File: config.mk
export PLATFORM = sky130hd
export DESIGN_NAME = toggle_edge_gen
export DESIGN_NICKNAME = d
export VERILOG_FILES = /design/src/rtl/toggle_edge_gen.sv
export SDC_FILE = /design/constraint.sdc
export NUM_CORES = 1
export LEC_CHECK = 0
export CORE_ASPECT_RATIO = 0.6
export CORE_MARGIN = 4
export CORE_UTILIZATION = 25
export DETAILED_ROUTE_END_ITERATION = 16
export GPL_TIMING_DRIVEN = 1
export RECOVER_POWER = 100
export SYNTH_ARGS = -nofsm -noshare
export SYNTH_HDL_FRONTEND = slang
export SYNTH_SLANG_ARGS = --single-unit
File: constraint.sdc
create_clock -name clk -period 3.2 [get_ports clk]
set_input_delay 0.96 -clock clk [delete_from_list [all_inputs] [get_ports clk]]
set_output_delay 0.96 -clock clk [all_outputs]
set_load 0.03 [all_outputs]
File: src/rtl/toggle_edge_gen.sv
// Toggle-signalling transmitter: each accepted event becomes one level transition on tgl_out,
// spaced at least GAP cycles apart. Optional done_pls output under TOGGLE_EDGE_GEN_DONE_EN.
module toggle_edge_gen #(
   parameter int CNT_W = 4,
   parameter int GAP   = 2
) (
   input  logic             clk,
   input  logic             rst,
   input  logic             evt_in,
   input  logic             ovf_clr,
   output logic             tgl_out,
   output logic             busy,
   output logic [CNT_W-1:0] pending,
   output logic             overflow
`ifdef TOGGLE_EDGE_GEN_DONE_EN
   ,
   output logic             done_pls
`endif
);

   // Handshake: evt_in is a one-cycle request with no ready; every request is accepted
   // (sent now or buffered in pending) unless pending is saturated, which drops it and sets overflow.

   typedef enum logic {
      IDLE = 1'b0,
      HOLD = 1'b1
   } state_t;

   localparam logic [CNT_W-1:0] PEND_MAX  = '1;
   localparam logic [7:0]       HOLD_LOAD = 8'(GAP - 1);

   state_t           state;
   state_t           state_nxt;
   logic [7:0]       hold_cnt;
   logic [7:0]       hold_nxt;
   logic             tgl_nxt;
   logic [CNT_W-1:0] pend_nxt;
   logic             ovf_nxt;
   logic             can_send;
   logic             send;
   logic             drop;

   always_ff @(posedge clk or negedge rst) begin
      if (!rst) begin
         state    <= IDLE;
         hold_cnt <= 8'd0;
         tgl_out  <= 1'b0;
         pending  <= '0;
         overflow <= 1'b0;
      end else begin
         state    <= state_nxt;
         hold_cnt <= hold_nxt;
         tgl_out  <= tgl_nxt;
         pending  <= pend_nxt;
         overflow <= ovf_nxt;
      end
   end

   always_comb begin
      can_send  = (state == IDLE) || ((state == HOLD) && (hold_cnt == 8'd0));
      send      = can_send && ((pending != '0) || evt_in);
      drop      = evt_in && !send && (pending == PEND_MAX);
      state_nxt = state;
      hold_nxt  = hold_cnt;
      tgl_nxt   = tgl_out;
      pend_nxt  = pending;
      ovf_nxt   = overflow;

      if (send) begin
         tgl_nxt   = ~tgl_out;
         hold_nxt  = HOLD_LOAD;
         state_nxt = HOLD;
         // A same-cycle request replaces the one being sent, so pending stays put.
         if (!evt_in) begin
            pend_nxt = pending - CNT_W'(1);
         end
      end else begin
         if (state == HOLD) begin
            if (hold_cnt != 8'd0) begin
               hold_nxt = hold_cnt - 8'd1;
            end else begin
               state_nxt = IDLE;
            end
         end
         if (evt_in && !drop) begin
            pend_nxt = pending + CNT_W'(1);
         end
      end

      if (ovf_clr) begin
         ovf_nxt = 1'b0;
      end
      if (drop) begin
         ovf_nxt = 1'b1;
      end
   end

   assign busy = (state == HOLD) || (pending != '0);

`ifdef TOGGLE_EDGE_GEN_DONE_EN
   logic done_nxt;

   // Leaving HOLD without a send implies pending==0, i.e. the last hold time just expired.
   always_comb begin
      done_nxt = (state == HOLD) && (hold_cnt == 8'd0) && !send;
   end

   always_ff @(posedge clk or negedge rst) begin
      if (!rst) begin
         done_pls <= 1'b0;
      end else begin
         done_pls <= done_nxt;
      end
   end
`endif

endmodule

### After elaboration in Yosys (flattened, before gate mapping)

Index checks and enable logic that the tools add are counted.

| cells by class | value |
|---|---|
| add/subtract/negate cells | 3 |
| multipliers | 0 |
| div/mod/pow operators | 0 |
| order comparisons | 0 |
| equal/unequal tests | 2 |
| shift-type cells | 0 |
| mux-type cells | 11 |
| bitwise operators | 2 |
| reductions and logical operators | 19 |

Operator list:

| cell | number |
|---|---|
| 8-bit two-way mux | 3 |
| 4-bit two-way mux | 3 |
| 8-bit zero test | 1 |
| 2-bit nonzero test | 4 |
| 8-bit nonzero test | 1 |
| 8-bit by 1-bit subtractor with 8-bit output (second input constant) | 1 |
| 1-bit logical AND | 5 |
| 1-bit two-way mux | 5 |
| 4-bit by 1-bit adder with 4-bit output (second input constant) | 1 |
| 4-bit == test (second input constant) | 1 |
| 2-bit AND reduction | 2 |
| 4-bit nonzero test | 1 |
| 4-bit by 1-bit subtractor with 4-bit output (second input constant) | 1 |
| 1-bit logical OR | 3 |
| 1-bit zero test | 2 |
| 2-bit inequality test (second input constant) | 1 |
| 1-bit inverter | 2 |

| word-level totals | value |
|---|---|
| bits in registers | 15 |
| bits in latches | 0 |
| bits in writable memories | 0 |
| ROM bits | 0 |
| input bits | 4 |
| output and inout bits | 7 |
| word-level logic and storage cells | 42 |
| memories kept | 0 |

### Longest topological paths before layout

| depth | value |
|---|---|
| word-level depth | 11 |
| depth in mapped cells | 13 |
| mapped depth without buffers | 12 |

### Worst setup path before layout

No wires, ideal clock.

| timing path | value |
|---|---|
| path type | register to register |
| start | register hold_cnt[0] |
| end | register pending[3] |
| data arrival time | 2.663 ns |
| data required time | 3.066 ns |
| path slack | 0.403 ns |
| cell stages (with the launch flop) | 14 |
| path buffers | 1 |
| clock period less this slack | 2.797 ns |
| cell sequence | dfrtp_1 -> inv_1 -> ha_1 -> or3b_2 -> o21a_4 -> or2_2 -> buf_2 -> inv_1 -> ha_1 -> a21o_1 -> a21oi_1 -> or3_1 -> nand3_2 -> xnor2_1 |

| on the way | value |
|---|---|
| word-level cells in the longest chain between the ends | 11 |
| elaborated cells between the ends (all ways) | 13 |

RTL lines:

| what | line | RTL |
|---|---|---|
| start, declared | 34 | `logic [7:0] hold_cnt;` |
| start signal, assigned | 52 | `hold_cnt <= hold_nxt;` |
| 8-bit zero test * | 60 | `can_send = (state == IDLE) \|\| ((state == HOLD) && (hold_cnt == 8'd0));` |
| 1-bit logical AND * | 60 |  |
| 1-bit logical OR * | 60 |  |
| 1-bit logical AND * | 61 | `send = can_send && ((pending != '0) \|\| evt_in);` |
| via send | 40 | `logic send;` |
| 1-bit zero test | 62 | `drop = evt_in && !send && (pending == PEND_MAX);` |
| 1-bit logical AND (2 in a row) | 62 |  |
| 1-bit zero test | 85 | `if (evt_in && !drop) begin` |
| 1-bit logical AND | 85 |  |
| 2-bit nonzero test (no line) | -- |  |
| 2-bit AND reduction (no line) | -- |  |
| end signal, assigned | 54 | `pending <= pend_nxt;` |
| end, declared | 13 | `output logic [CNT_W-1:0] pending,` |

Mark *: on every way through the listed nets, which the timed path passes. The rest lies on a longest branch.
A chain may end at the register's enable or synchronous reset.

### Worst setup path in the final report

| timing path | value |
|---|---|
| start | register pending[1] |
| end | output port busy |

| on the way | value |
|---|---|
| word-level cells in the longest chain between the ends | 2 |

RTL lines:

| what | line | RTL |
|---|---|---|
| 4-bit nonzero test | 98 | `assign busy = (state == HOLD) \|\| (pending != '0);` |
| 1-bit logical OR | 98 |  |
| end, declared | 12 | `output logic busy,` |

No other way between the ends.

==> results.sh <==
export IMPL_outcome="finished, final reports clean"
export IMPL_min_to="hold_cnt[7]"
export IMPL_start_kind="register"
export IMPL_intPower_uw=403
export IMPL_synth_edf_count=0
export IMPL_timing_final_crit_share_pct=89.5
export IMPL_clock_fmax_mhz=349
export IMPL_tightest_slew_ns=0.848
export IMPL_r2r_start="hold_cnt[0]"
export IMPL_post_cts_buffers=0
export IMPL_rsz0062_at_grt="false"
export IMPL_grt_use_met2_pct=13.4
export IMPL_yosysSeqAreaShare_pct=45.5
export IMPL_vias=608
export IMPL_synthArstFlopShare_pct=100
export IMPL_critPathBufInv=1
export IMPL_cts_root_buffer="clkbuf_8"
export IMPL_syn_nets=86
export IMPL_dp_slack_ns=0.144
export IMPL_min_path_type="reg2reg"
export IMPL_ys_types=32
export IMPL_netlist_top_cells_area="dfrtp_1 (46%), ha_1 (6.1%), mux2i_1 (4.9%)"
export IMPL_use_met1_pct=13.5
export IMPL_pwr_density_cell_nw_per_um2=638
export IMPL_gp_congestion=0.760
export IMPL_synth_common_cells="dfrtp_1 (15), inv_1 (7), nand2_1 (6), nor2_1 (6)"
export IMPL_post_cts_resized=0
export IMPL_final_nets=104
export IMPL_synthMostInstantiatedCell="dfrtp_1"
export IMPL_cp_top_family="buffers and inverters"
export IMPL_routedWlPerCell_um=13.2
export IMPL_diodes=0
export IMPL_synth_top_area_share_pct=45.5
export IMPL_slowest_delay_ns=0.69
export IMPL_layout_min_cycle_time_ns=2.86
export IMPL_worstPathMaxFanout=6
export IMPL_avgSynthCellArea_um2=10.7
export IMPL_postRouteAntennaNets=0
export IMPL_maxSlewViolCount=0
export IMPL_hold_viol_final=0
export IMPL_hold_buffers=0
export IMPL_r2r_end="pending[3]"
export IMPL_ys_flop_type="dfrtp_1"
export IMPL_die_y_um=52.5
export IMPL_ys_ff_latch=15
export IMPL_fin_skew_ns=0.00193
export IMPL_cts_sinks=15
export IMPL_num_rows=15
export IMPL_endpoint_kind="output port"
export IMPL_cts_max_level=1
export IMPL_p_sw_uw=245
export IMPL_swShare_pct=37.8
export IMPL_drc=0
export IMPL_clkLatencyLatePin_ns=0.25
export IMPL_timing_setup_tns_ns=0
export IMPL_die_w_um=82.1
export IMPL_ys_warnings_count=0
export IMPL_io_buffers=10
export IMPL_stdcell_count=136
export IMPL_vias_per_cell=4.47
export IMPL_reg2reg_depth=12
export IMPL_clk_pin_slew_ns=0.06
export IMPL_netlist_instances=77
export IMPL_yosysTopAreaCell="dfrtp_1"
export IMPL_grt_pass1_vias=635
export IMPL_synthToLayoutAreaGrowth_pct=23.1
export IMPL_cts_tree="done"
export IMPL_worst_slack_ns=0.337
export IMPL_hold_depth=1
export IMPL_cts_buffer_depth=2
export IMPL_slowest_stage="dlygate4sd3_1"
export IMPL_p_leak_uw=0.000457
export IMPL_critPathRequiredTime_ns=2.24
export IMPL_seqPwrFrac_pct=40.3
export IMPL_hp_start="hold_cnt[7]"
export IMPL_cp_arrival_ns=1.90
export IMPL_start_util_pct=27.5
export IMPL_core_um2=3000
export IMPL_cts_buffers=3
export IMPL_io_pins=11
export IMPL_syn_area_um2=825
export IMPL_crit_type="reg2out"
export IMPL_routed_wl_um=1790
export IMPL_cap_viol_max_count=0
export IMPL_dp_cells=132
export IMPL_grt_ovfl_total=0
export IMPL_firstDrtPassIters=4
export IMPL_p_comb_share_pct=36.2
export IMPL_ir_worst_vdd_mv=0.436
export IMPL_clockPowerShare_pct=23.5
export IMPL_dp_hpwl_um=1400
export IMPL_grt_max_degree=16
export IMPL_grt_util_met3_pct=4.81
export IMPL_dieArea_um2=4310
export IMPL_drive_gt1_share_pct=10.6
export IMPL_relSlewSlack_pct=43.0
export IMPL_top_usage_layer="met1"
export IMPL_crit_chain="nor4_1, nand2b_1, dlygate4sd3_1"
export IMPL_grt_pass1_wl_um=3060
export IMPL_antenna_found_initial=0
export IMPL_finalSetupViolations=0
export IMPL_grt_usage_pct=9.94
export IMPL_drt_iter0_drc=15
export IMPL_reg2reg_slack_ns=0.35
==> metal layers <==
layer / wire length [um] / part of all wire (%)
met5: 0 / 0
met1: 930 / 52
met4: 23 / 1.3
met2: 744 / 42
met3: 91 / 5.1
==> registers in the layout (all words and copies together), names as in the netlist <==
name and cells:
pending 4, state 1, tgl_out 1, overflow 1, hold_cnt 8
==> final cells by class <==
cell class,instances,area (um2)
clock buffer,3,41.3
clock inverter,1,5.00
fill,314,1990
inverter,7,26.3
multi-input combinational,54,392
sequential,15,375
tap,42,52.6
timing repair buffer,14,123
==> cell usage in the layout, fill, tap and decap left out <==
cell and count:
or3_1 1, o2111ai_1 1, xnor2_1 3, or2_2 1
or3b_2 1, nand4b_1 1, clkdlybuf4s50_1 2, clkinv_2 1
dfrtp_1 15, dlygate4sd3_1 8, xor2_1 1, nand4_1 1
o31ai_1 1, a22o_1 1, fa_1 1, or4_4 1
o21ai_0 4, clkbuf_8 3, inv_1 7, o21a_1 1
nand2_1 6, mux2i_1 4, nand2b_1 2, ha_1 4
clkbuf_1 2, xnor2_2 1, a21oi_1 4, o32ai_1 1
nor2_1 6, and2_1 1, buf_4 2, nand3b_1 1
a21o_1 1, nand3_1 2, nor4_1 2
==> through the flow <==
step	cell area, um2	util, %	total power [uW]	hold slack [ns]
3_3_place_gp	1000	33.4	507	0.465
4_1_cts	1050	34.9	677	0.477
2_1_floorplan	825	-	414	0.438
3_5_place_dp	1000	33.4	521	0.469
6_report	1010	33.8	648	0.473
5_1_grt	1010	33.8	688	0.499
==> kinds of logic after synthesis <==
kind of cell	share of synthesized area (%)
AOI/OAI and AO/OA	13.4
xor gates and xnor gates	6.22
adders and majority gates	8.50
buffers and inverters	3.79
DFF	45.5
muxes	4.86
and+or+nand+nor	17.8
==> power groups by stage <==
stage	Sequential, uW	Combinational, uW	Clock (uW)
after floorplan	314	101	0
after global placement	262	245	0
after detailed placement	265	256	0
after CTS	262	256	159
after global routing	266	255	167
final	261	234	152
==> worst max path at each step <==
stage / start / to / slack [ns] / cells after the start
finish: pending[1] / busy / 0.34 / 3
global route: pending[1] / busy / 0.19 / 3
CTS: hold_cnt[0] / pending[3] / 0.37 / 12
detailed placement: evt_in / pending[3] / 0.14 / 11
global placement: evt_in / pending[3] / 0.22 / 11
floorplan: hold_cnt[0] / pending[3] / 0.40 / 13
(Power assumes the default switching activity.)
